[src/rtl/pipeline_memory_writeback.sv]
// Final CPU stage: retires ALU results to the register file and runs loads/stores
// through a req/ready handshake with data memory, stalling upstream while busy.
module pipeline_memory_writeback #(
  parameter logic [3:0] LOAD_OPC  = 4'b1000,
  parameter logic [3:0] STORE_OPC = 4'b1001
) (
  input  logic        clk,
  input  logic        reset,
  input  logic        execute_done,
  input  logic        execute_is_dependent,
  input  logic [15:0] execute_result,
  input  logic [15:0] execute_instr,
  output logic [2:0]  store_src_num,
  input  logic [15:0] store_data,
  output logic        stall,
  output logic        mem_req,
  output logic        mem_we,
  output logic [15:0] mem_addr,
  output logic [15:0] mem_wdata,
  input  logic        mem_ready,
  input  logic [15:0] mem_rdata,
  output logic        wb_en,
  output logic [2:0]  wb_num,
  output logic [15:0] wb_data,
  output logic [15:0] retire_count
);

  typedef enum logic {IDLE = 1'b0, MEM_WAIT = 1'b1} state_e;

  state_e      state_q, state_d;
  logic        mem_req_q, mem_req_d;
  logic        mem_we_q, mem_we_d;
  logic [15:0] mem_addr_q, mem_addr_d;
  logic [15:0] mem_wdata_q, mem_wdata_d;
  logic [2:0]  load_dest_q, load_dest_d;
  logic        wb_en_q, wb_en_d;
  logic [2:0]  wb_num_q, wb_num_d;
  logic [15:0] wb_data_q, wb_data_d;
  logic [15:0] retire_count_q, retire_count_d;

  logic [3:0]  opcode;
  logic        unused_inputs;

  assign opcode        = execute_instr[15:12];
  assign store_src_num = execute_instr[2:0];
  // Writeback eligibility is fully captured by execute_done; the dependency flag is informational.
  assign unused_inputs = execute_is_dependent ^ (^execute_instr[11:3]);

  always_comb begin
    state_d        = state_q;
    mem_req_d      = mem_req_q;
    mem_we_d       = mem_we_q;
    mem_addr_d     = mem_addr_q;
    mem_wdata_d    = mem_wdata_q;
    load_dest_d    = load_dest_q;
    wb_en_d        = 1'b0;
    wb_num_d       = wb_num_q;
    wb_data_d      = wb_data_q;
    retire_count_d = retire_count_q;
    case (state_q)
      IDLE: begin
        if (execute_done) begin
          wb_en_d        = 1'b1;
          wb_num_d       = execute_instr[2:0];
          wb_data_d      = execute_result;
          retire_count_d = retire_count_q + 16'd1;
        end else if (opcode == LOAD_OPC) begin
          state_d     = MEM_WAIT;
          mem_req_d   = 1'b1;
          mem_we_d    = 1'b0;
          mem_addr_d  = execute_result;
          load_dest_d = execute_instr[2:0];
        end else if (opcode == STORE_OPC) begin
          state_d     = MEM_WAIT;
          mem_req_d   = 1'b1;
          mem_we_d    = 1'b1;
          mem_addr_d  = execute_result;
          mem_wdata_d = store_data;
        end
      end
      MEM_WAIT: begin
        // Request fields stay frozen until memory responds; execute_* is ignored here.
        if (mem_ready) begin
          state_d        = IDLE;
          mem_req_d      = 1'b0;
          retire_count_d = retire_count_q + 16'd1;
          if (!mem_we_q) begin
            wb_en_d   = 1'b1;
            wb_num_d  = load_dest_q;
            wb_data_d = mem_rdata;
          end
        end
      end
      default: state_d = IDLE;
    endcase
  end

  always_ff @(posedge clk) begin
    if (reset) begin
      state_q        <= IDLE;
      mem_req_q      <= 1'b0;
      mem_we_q       <= 1'b0;
      mem_addr_q     <= 16'd0;
      mem_wdata_q    <= 16'd0;
      load_dest_q    <= 3'd0;
      wb_en_q        <= 1'b0;
      wb_num_q       <= 3'd0;
      wb_data_q      <= 16'd0;
      retire_count_q <= 16'd0;
    end else begin
      state_q        <= state_d;
      mem_req_q      <= mem_req_d;
      mem_we_q       <= mem_we_d;
      mem_addr_q     <= mem_addr_d;
      mem_wdata_q    <= mem_wdata_d;
      load_dest_q    <= load_dest_d;
      wb_en_q        <= wb_en_d;
      wb_num_q       <= wb_num_d;
      wb_data_q      <= wb_data_d;
      retire_count_q <= retire_count_d;
    end
  end

  assign stall        = (state_q == MEM_WAIT);
  assign mem_req      = mem_req_q;
  assign mem_we       = mem_we_q;
  assign mem_addr     = mem_addr_q;
  assign mem_wdata    = mem_wdata_q;
  assign wb_en        = wb_en_q;
  assign wb_num       = wb_num_q;
  assign wb_data      = wb_data_q;
  assign retire_count = retire_count_q;

endmodule

[config.mk]
export PLATFORM = sky130hd
export DESIGN_NAME = pipeline_memory_writeback
export DESIGN_NICKNAME = d
export VERILOG_FILES = /design/src/rtl/pipeline_memory_writeback.sv
export SDC_FILE = /design/constraint.sdc
export NUM_CORES = 1
export LEC_CHECK = 0
export BUFFER_PORTS_ARGS = -buffer_cell sky130_fd_sc_hd__buf_2
export CAP_MARGIN = 20
export CORE_MARGIN = 1.5
export CORE_UTILIZATION = 45
export DETAILED_ROUTE_END_ITERATION = 6
export PLACE_DENSITY_LB_ADDON = 0.05
export SYNTH_ARGS = -nofsm -noshare
export SYNTH_HDL_FRONTEND = slang
export SYNTH_SLANG_ARGS = --single-unit
export TNS_END_PERCENT = 1
[constraint.sdc]
create_clock -name clk -period 2 [get_ports clk]
set_clock_uncertainty 0.2 [all_clocks]
set_input_delay 0.2 -clock clk [delete_from_list [all_inputs] [get_ports clk]]
set_output_delay 0.2 -clock clk [all_outputs]
set_load 0.01 [all_outputs]
==> results.toml <==
[drt]
num_vias = 2914
wirelength_mm = 7.54
drc_errors = 0
drt-initial-drc-count = 105
vias_per_cell = 4.98
ant_nets = 0
avgRoutedWirePerCell_um = 12.9
drt-pass1-iter-count = 4

[clock_network]
cts.sinks = 74
cts_buffer_depth = 2
root_buffer = "clkbuf_8"
cts-htree-levels = 3
cts_buffers = 9
clkTransAtPathRegs_ns = 0.07
clkLatencyLatePin_ns = 0.33
post-cts-setup-buffer-count = 0
cts_tree = "built"

[worst_setup_path]
reg2reg_to = "retire_count[14]"
reg2reg_depth = 5
worstPathArrival_ns = 1.96
setup.worst_path.end_class = "register"
crit_required_ns = 2.07
start_kind = "input pin"
path_class = "in2reg"
r2r_slack_ns = 0.17
r2r-start = "retire_count[0]"
crit_fanout = 5

[flow_run]
drv_cap = 0

[yosys]
synth-seq-cells = 74
netlist_instances = 338
synth_top_area_share_pct = 50.6
netlist_area_um2 = 2930
synth_flop_cell = "dfxtp_1"
synth.most_common_cell = "dfxtp_1"
yosys-top-cells-count = "dfxtp_1, nand2_1, a21oi_1, nor2_1, mux2i_1"
yosys_warnings = 0
synth_area_leader_cell = "dfxtp_1"
synth_cell_types = 29
synth_edf_count = 0
synth-async-reset-ratio_pct = 0
ys_seq_area_share_pct = 50.6
avgSynthCellArea_um2 = 8.66
ys_top_cells_by_area = "dfxtp_1, a21oi_1, mux2i_1"
syn_nets = 408

[outcome]
outcome = "completed"

[min_path]
min_path_cells = 3
min_from = "mem_rdata[7]"
hold_end = "wb_data[7]"
hold_class = "in2reg"

[timing]
timing.final.crit_share_pct = 94.7
maxSlewViolCount = 0
rsz0062_at_grt = "false"
timing.final.crit_period_ns = 1.89
finalHoldViolCount = 0
relSlewSlack_pct = 73.7
clock.fmax_mhz = 528
tightestPinTransition_ns = 0.395
fin_tns_setup_ns = 0
setup_viol = 0

[placement]
place_inst = 533
gpl.final_weighted_congestion = 0.755
place_hpwl_mm = 4.87
portBuffers = 132
place_area_um2 = 3710

[final_layout]
stdcell_count = 585
drive_gt1_share_pct = 31.9
syn_to_final_growth_pct = 45.3
antenna_cells = 0
postLayoutCellArea_um2 = 4250
fill_cells = 540
fin_nets = 574

[global_route]
grt_usage_pct = 21.8
antenna_found_initial = 0
grt_pass1_vias = 2770
grt_max_degree = 75
grt_pass1_wl_mm = 12.5
grt_overflow_total = 0

[floorplan]
die_area_um2 = 7000
initial_core_util_pct = 46.4
core_area_um2 = 6310
rows = 29
num_io_pins = 143
die_x_um = 83.6
die_h_um = 83.6

[pwr]
ir_drop_mv = 0.393
p_per_area_nw_per_um2 = 688
power_leakage_nw = 1.83
total_power_mw = 2.93
per-stage QoR:
step,setup WS [ns],hold slack (ns),util [%]
after floorplan,0.139,0.136,-
after global placement,0.172,0.239,58.7
after detailed placement,0.132,0.244,58.7
after CTS,0.0731,0.0000356,67.3
after global routing,0.0340,0.00918,67.4
final,0.106,0.0120,67.4
worst max-delay path by stage:
stage	startpoint	endpoint	slack, ns	depth (start not counted)
floorplan	stall	retire_count[15]	0.14	5
global placement	stall	retire_count[15]	0.17	4
detailed placement	stall	retire_count[15]	0.13	4
CTS	mem_ready	retire_count[15]	0.07	6
global route	retire_count[0]	retire_count[12]	0.03	5
finish	mem_ready	retire_count[15]	0.11	6
kinds of logic (layout without fill, tap and decap cells):
logic type / Yosys count / after routing / synth area share [%]
DFF: 74 / 74 / 50.6
and+or+nand+nor: 131 / 131 / 20.4
xor gates and xnor gates: 10 / 10 / 2.99
AOI/OAI and AO/OA: 71 / 71 / 13.9
muxes: 21 / 21 / 7.18
adders and majority gates: 1 / 1 / 0.427
buffers and inverters: 30 / 200 / 4.53
worst max-delay path, cell delays in order:
cell,delay (ns)
dlygate4sd3_1,0.52
buf_2,0.12
mux2i_1,0.12
or3_4,0.45
or4_1,0.40
a21oi_1,0.15
power by group:
| part | switching, mW | total, mW | internal [mW] |
|---|---|---|---|
| clock | 0.502 | 1.01 | 0.506 |
| combinational | 0.181 | 0.370 | 0.189 |
| sequential | 0.0257 | 1.55 | 1.52 |
flip-flops by register name, summed over array words and instances (netlist names):
register	cells
mem_addr	16
mem_wdata	16
retire_count	16
wb_data	16
load_dest_q	3
wb_num	3
mem_req	1
mem_we	1
stall	1
wb_en	1
placed cells by master (no fill, tap or decap), types with 5 or more instances in the layout:
| cell | synthesis | final |
|---|---|---|
| o21ai_0 | 7 | 7 |
| nand2_1 | 55 | 55 |
| xnor2_1 | 8 | 8 |
| a21oi_1 | 43 | 43 |
| buf_4 | 4 | 11 |
| a211oi_1 | 19 | 19 |
| buf_2 | 4 | 132 |
| clkbuf_8 | 0 | 11 |
| mux2i_1 | 21 | 21 |
| dlygate4sd3_1 | 0 | 37 |
| nor2_1 | 30 | 30 |
| or3_1 | 6 | 5 |
| nand3_1 | 20 | 20 |
| dfxtp_1 | 74 | 74 |
final cells by class:
class	instances	area [um2]	share of cell area, %
Sequential cell	74	1480	34.8
Multi-Input combinational cell	234	1320	31.1
Timing Repair Buffer	183	1170	27.6
Clock buffer	12	155	3.65
Tap cell	77	96.3	2.27
Clock inverter	3	15.0	0.353
Inverter	2	7.51	0.177
layer usage:
layer	vias to the layer above	GRT usage [%]	routed length (um)
met5	-	0	0
met4	0	6.56	84
met3	7	6.73	476
met2	86	38.0	3630
met1	1323	25.5	3360
li1	1498	-	-
timing repair:
| action | in CTS | in global routing |
|---|---|---|
| resized for setup | 0 | 1 |
| setup endpoints to repair | 0 | 1 |
| hold buffers | 37 | 0 |
| endpoints found under the hold margin | 38 | 0 |
No activity file was read; power rests on OpenSTA's default activity.
